--- src/rtl/xnor_pop_seq_ctrl.sv ---
// xnor_pop_seq_ctrl
// Streams one binary dot-product job (NUM_CHUNKS chunks of CHUNK_W bits)
// through an external fixed-latency XNOR-popcount unit, then accumulates
// the per-chunk counts into a single result.
//
// Optional feature: define XNOR_POP_SEQ_THRESH_EN to add a threshold input
// (sampled at start) and a binarized output bit out_bit = (sum >= thresh).
//
// Handshake semantics (both the chunk input and the result output):
//   A transfer happens on a rising clk edge where valid and ready are both
//   high. The producer keeps data stable while valid is high and ready is
//   low. The result side holds out_valid/out_sum until the transfer.
module xnor_pop_seq_ctrl #(
    parameter int CHUNK_W    = 128,
    parameter int NUM_CHUNKS = 8,
    parameter int PIPE_LAT   = 2,
    parameter int CNT_W      = $clog2(CHUNK_W) + 1,
    parameter int ACC_W      = $clog2(CHUNK_W * NUM_CHUNKS) + 1
) (
    input  logic               clk,
    input  logic               rst_n,
    input  logic               start,
    input  logic               abort,
    output logic               busy,
    input  logic               in_valid,
    output logic               in_ready,
    input  logic [CHUNK_W-1:0] in_x,
    input  logic [CHUNK_W-1:0] in_w,
    output logic [CHUNK_W-1:0] pc_xi,
    output logic [CHUNK_W-1:0] pc_wi,
    input  logic [CNT_W-1:0]   pc_count,
    output logic               out_valid,
    input  logic               out_ready,
    output logic [ACC_W-1:0]   out_sum,
`ifdef XNOR_POP_SEQ_THRESH_EN
    input  logic [ACC_W-1:0]   thresh,
    output logic               out_bit,
`endif
    output logic [1:0]         dbg_state
);

    typedef enum logic [1:0] {
        S_IDLE  = 2'd0,
        S_FEED  = 2'd1,
        S_DRAIN = 2'd2,
        S_DONE  = 2'd3
    } state_t;

    // A zero-latency unit still gets a 1-deep tag vector so the code stays
    // uniform; in that case the accept strobe itself is the retire strobe.
    localparam int TAG_D = (PIPE_LAT == 0) ? 1 : PIPE_LAT;
    localparam int IDX_W = $clog2(NUM_CHUNKS + 1);
    localparam logic [IDX_W-1:0] N_IDX    = IDX_W'(NUM_CHUNKS);
    localparam logic [IDX_W-1:0] LAST_IDX = IDX_W'(NUM_CHUNKS - 1);

    state_t            state_q;
    logic              busy_q;
    logic              out_valid_q;
    logic [ACC_W-1:0]  out_sum_q;
    logic [ACC_W-1:0]  acc_q;
    logic [IDX_W-1:0]  issued_q;
    logic [IDX_W-1:0]  retired_q;
    logic [TAG_D-1:0]  tag_q;
    logic [TAG_D-1:0]  tag_d;
`ifdef XNOR_POP_SEQ_THRESH_EN
    logic [ACC_W-1:0]  thresh_q;
    logic              out_bit_q;
`endif

    logic              accept;
    logic              retire;
    logic              last_accept;
    logic              last_retire;
    logic [ACC_W-1:0]  acc_sum;

    // The popcount unit registers internally, so operands pass straight through.
    assign pc_xi = in_x;
    assign pc_wi = in_w;

    assign busy      = busy_q;
    assign out_valid = out_valid_q;
    assign out_sum   = out_sum_q;
    assign dbg_state = state_q;
`ifdef XNOR_POP_SEQ_THRESH_EN
    assign out_bit   = out_bit_q;
`endif

    // Accept/retire strobes, next tag vector and the accumulator adder.
    always_comb begin
        in_ready    = (state_q == S_FEED) && (issued_q < N_IDX) && !abort;
        accept      = in_valid && in_ready;
        retire      = (PIPE_LAT == 0) ? accept : tag_q[TAG_D-1];
        last_accept = accept && (issued_q == LAST_IDX);
        last_retire = retire && (retired_q == LAST_IDX);
        acc_sum     = acc_q + ACC_W'(pc_count);
        tag_d       = '0;
        tag_d[0]    = accept;
        for (int k = 1; k < TAG_D; k++) begin
            tag_d[k] = tag_q[k-1];
        end
    end

    // Controller FSM with registered outputs; abort overrides everything.
    always_ff @(posedge clk or negedge rst_n) begin
        if (!rst_n) begin
            state_q     <= S_IDLE;
            busy_q      <= 1'b0;
            out_valid_q <= 1'b0;
            out_sum_q   <= '0;
            acc_q       <= '0;
            issued_q    <= '0;
            retired_q   <= '0;
            tag_q       <= '0;
`ifdef XNOR_POP_SEQ_THRESH_EN
            thresh_q    <= '0;
            out_bit_q   <= 1'b0;
`endif
        end else begin
            tag_q <= tag_d;
            if (abort && (state_q != S_IDLE)) begin
                state_q     <= S_IDLE;
                busy_q      <= 1'b0;
                out_valid_q <= 1'b0;
                acc_q       <= '0;
                issued_q    <= '0;
                retired_q   <= '0;
                tag_q       <= '0;
`ifdef XNOR_POP_SEQ_THRESH_EN
                out_bit_q   <= 1'b0;
`endif
            end else begin
                case (state_q)
                    S_IDLE: begin
                        if (start) begin
                            state_q   <= S_FEED;
                            busy_q    <= 1'b1;
                            acc_q     <= '0;
                            issued_q  <= '0;
                            retired_q <= '0;
`ifdef XNOR_POP_SEQ_THRESH_EN
                            thresh_q  <= thresh;
`endif
                        end
                    end
                    S_FEED, S_DRAIN: begin
                        if (accept) begin
                            issued_q <= issued_q + 1'b1;
                        end
                        if (retire) begin
                            acc_q     <= acc_sum;
                            retired_q <= retired_q + 1'b1;
                        end
                        if (last_retire) begin
                            state_q     <= S_DONE;
                            out_valid_q <= 1'b1;
                            out_sum_q   <= acc_sum;
`ifdef XNOR_POP_SEQ_THRESH_EN
                            out_bit_q   <= (acc_sum >= thresh_q);
`endif
                        end else if (last_accept) begin
                            state_q <= S_DRAIN;
                        end
                    end
                    S_DONE: begin
                        if (out_ready) begin
                            state_q     <= S_IDLE;
                            busy_q      <= 1'b0;
                            out_valid_q <= 1'b0;
                        end
                    end
                    default: state_q <= S_IDLE;
                endcase
            end
        end
    end

endmodule

--- config.mk ---
export PLATFORM = sky130hd
export DESIGN_NAME = xnor_pop_seq_ctrl
export DESIGN_NICKNAME = d
export VERILOG_FILES = /design/src/rtl/xnor_pop_seq_ctrl.sv
export SDC_FILE = /design/constraint.sdc
export NUM_CORES = 1
export LEC_CHECK = 0
export ABC_AREA = 1
export CAP_MARGIN = 10
export CORE_AREA = 2 2 210 212
export DETAILED_ROUTE_END_ITERATION = 7
export DIE_AREA = 0 0 212 214
export GPL_ROUTABILITY_DRIVEN = 0
export PLACE_DENSITY = 0.46
export SYNTH_ARGS = -nofsm -noshare
export SYNTH_HDL_FRONTEND = slang
export SYNTH_SLANG_ARGS = --single-unit
--- constraint.sdc ---
create_clock -name clk -period 1.6 [get_ports clk]
set_input_delay 0.24 -clock clk [delete_from_list [all_inputs] [get_ports clk]]
set_output_delay 0.24 -clock clk [all_outputs]
set_load 0.01 [all_outputs]
==> flow_summary.json <==
{
  "drt_wl_total_um": 15500,
  "final_cells": 932,
  "worstSetupStartpointType": "register",
  "synthFlopType": "dfrtp_1",
  "crit_arrival_ns": 1.78,
  "avgViaCountPerCell": 2.55,
  "drv_cap": 0,
  "io_buffer_count": 29,
  "drive_gt1_frac": 0.341,
  "min_period_over_period": 1.01,
  "relSlewSlack": 0.665,
  "crit_type": "reg2reg",
  "run_status": "finished, violations left",
  "n_fill_cell": 4981,
  "min_path_type": "in2async",
  "finalSetupViolCount": 5,
  "grt_pass1_wl_um": 20000,
  "period_minus_slack_ns": 1.62,
  "ys.warnings.count": 0,
  "pin_count": 542,
  "clk_pin_slew_worst_paths_ns": 0.06,
  "async_flop_share": 1.00,
  "powerDensity_nw_per_um2": 1130,
  "drt-pass1-iter-count": 4,
  "cts.path.max_buffers": 2,
  "multi_input_area_um2": 1330,
  "tightest_slew_ns": 0.502,
  "std_cell_rows": 76,
  "cts_buffers": 5,
  "vdd_drop_max_uv": 597,
  "clkSinkCount": 36,
  "total_power_mw": 4.47,
  "fin_ws_ns": -0.0172,
  "syn-cell-area_um2": 4050,
  "max_stage_delay_ns": 0.41,
  "synth_fp_nets": 807,
  "die_w_um": 212,
  "ys_ff_latch": 36,
  "grt_start_max_net_pins": 37,
  "ctsHoldBuffers": 0,
  "clockRootBuffer": "clkbuf_16",
  "cp.required_ns": 1.77,
  "clock_latency_ns": 0.29,
  "hold_violations": 0,
  "syn-instance-count": 523,
  "antenna_found_initial": 1,
  "grt_pass1_vias": 2549,
  "synth-seq-area-share": 0.222,
  "clock_skew_ns": 0.00309,
  "die_area_um2": 45400,
  "synth-edff-count": 0,
  "drc": 0,
  "grtUsageTotal": 0.0644,
  "maxSlewViolCount": 0,
  "failed_checks": "setup timing",
  "cts_tree": "done",
  "rsz0062_at_grt": "yes",
  "dp_hpwl_um": 13100,
  "overflow": 0,
  "syn-mean-instance-area_um2": 7.74,
  "ant_nets": 0,
  "seq_area_um2": 901,
  "fmax_ghz": 0.618,
  "fp.dieH_um": 214,
  "core_area_um2": 42900,
  "post-place-cells": 912,
  "synthDistinctLibCells": 35,
  "wire_per_inst_um": 16.6,
  "drt_iter0_drc": 62,
  "areaGrowthSynthToFinish_pct": -2.69,
  "endpoint_kind": "register",
  "p_leak_nw": 1.70,
  "cp_max_fo": 5,
  "final_nets": 629,
  "slowest_stage": "dfrtp_1",
  "h-tree-depth": 2,
  "vias": 2375,
  "path_cells": "inv_2 -> ha_4 -> nor2_4 -> inv_2 -> nand2_8 -> buf_4 -> buf_4 -> o211ai_1 -> nand2_1 -> o21ai_0",
  "initial_core_util": 0.0944
}
[synth_stat cells (2+ instances only)]
library cell / number / area [um^2]
a21oi_1: 6 / 30.0
buf_4: 256 / 1920
buf_6: 2 / 22.5
dfrtp_1: 36 / 901
ha_1: 13 / 163
inv_1: 29 / 109
inv_2: 4 / 15.0
nand2_1: 91 / 342
nand3_1: 25 / 125
nand3b_1: 2 / 15.0
nand4_1: 4 / 25.0
nor2_1: 17 / 63.8
o21ai_0: 8 / 40.0
o21ai_2: 6 / 52.6
xnor2_1: 3 / 26.3
xor2_1: 2 / 17.5
[kinds of logic (layout without fill, tap and decap cells)]
| group | count (synthesis) | after routing | synth area share |
|---|---|---|---|
| compound gates | 27 | 27 | 0.0436 |
| xor+xnor | 5 | 5 | 0.0108 |
| fa+ha+maj | 14 | 14 | 0.0451 |
| buf+inv | 293 | 116 | 0.513 |
| flops | 36 | 36 | 0.222 |
| mux | 1 | 1 | 0.00247 |
| other cells | 0 | 1 | 0 |
| simple gates | 147 | 147 | 0.162 |
[critical path, delay by kind of cell, from the launching register on]
family | cells | cell delay [ns]
AO/OA/AOI/OAI | 2 | 0.17
adder cells (fa/ha/maj) | 1 | 0.18
buffers and inverters | 4 | 0.34
flip-flops | 1 | 0.41
AND/OR/NAND/NOR | 3 | 0.38
[per-layer routing]
| metal | part of all wire | track usage | wire (um) | vias up |
|---|---|---|---|---|
| li1 | - | - | - | 1019 |
| met1 | 0.26 | 0.0494 | 4070 | 1012 |
| met2 | 0.44 | 0.100 | 6850 | 251 |
| met3 | 0.22 | 0.0626 | 3480 | 93 |
| met4 | 0.071 | 0.0437 | 1110 | 0 |
| met5 | 0 | 0.00108 | 0 | - |
[timing repair]
item                                    in CTS  in global routing
pin swaps                                    7                 21
gates cloned                                 0                  1
resized for setup                           25                 46
endpoints found under the setup margin      22                 36
setup buffers                                2                  9
[power by group]
group / total (mW) / internal (mW) / switching [mW]
registers: 1.08 / 1.00 / 0.0810
logic: 2.35 / 1.18 / 1.17
clock network: 1.04 / 0.622 / 0.417
total: 4.47 / 2.80 / 1.67
[flip-flops by register name, indices dropped and copies added (netlist names)]
name,count
dbg_state,2
retired_q,4
issued_q,4
out_valid,1
tag_q,2
busy,1
out_sum,11
acc_q,11
[stage by stage]
step                      setup TNS (ns)  hold WS, ns  setup WS, ns    util  instance area (um^2)
after floorplan                        0      -0.0556        0.0189       -                  4070
after global placement             -8.53        0.337        -0.354  0.0801                  3440
after detailed placement           -8.60        0.340        -0.379  0.0801                  3440
after CTS                        -0.0417       0.0344       -0.0280  0.0855                  3670
after global routing               -1.84       0.0472        -0.117  0.0918                  3940
final                            -0.0561      0.00205       -0.0172  0.0919                  3940
[path summary, 6_finish.rpt]
check                             start         end  slack, ns  depth (start not counted)
max                        dbg_state[0]   out_valid      -0.02                         10
min                               rst_n  out_sum[6]      0.002                          2
max reg2reg                dbg_state[0]   out_valid      -0.02                         10
min reg2reg                    tag_q[0]    tag_q[1]       0.48                          2
max in group asynchronous         rst_n   out_valid       1.24                          2
min in group clk               tag_q[0]    tag_q[1]       0.48                          2
[placed cells by master (no fill, tap or decap), types with 3 or more instances in the layout]
cell type / instances
nand2_1: 78
buf_4: 39
dfrtp_1: 36
inv_1: 25
clkdlybuf4s50_1: 22
nand3_1: 20
nor2_1: 11
nand2_2: 10
inv_2: 8
ha_4: 8
o21ai_2: 7
nand3_2: 6
clkbuf_16: 6
nand4_1: 4
nor2_4: 4
nor2_2: 4
a21oi_1: 4
o21ai_1: 4
ha_1: 4
buf_12: 4
nand2_4: 3
o21ai_0: 3
dlygate4sd2_1: 3
[cell type report]
type,instances,share of cell area
Timing Repair Buffer,73,0.174
Tap cell,585,0.186
Clock inverter,1,0.00190
Sequential cell,36,0.229
Multi-Input combinational cell,194,0.338
Antenna cell,1,0.000635
Clock buffer,7,0.0362
Inverter,35,0.0352
Power figures use the tool's default switching activity.
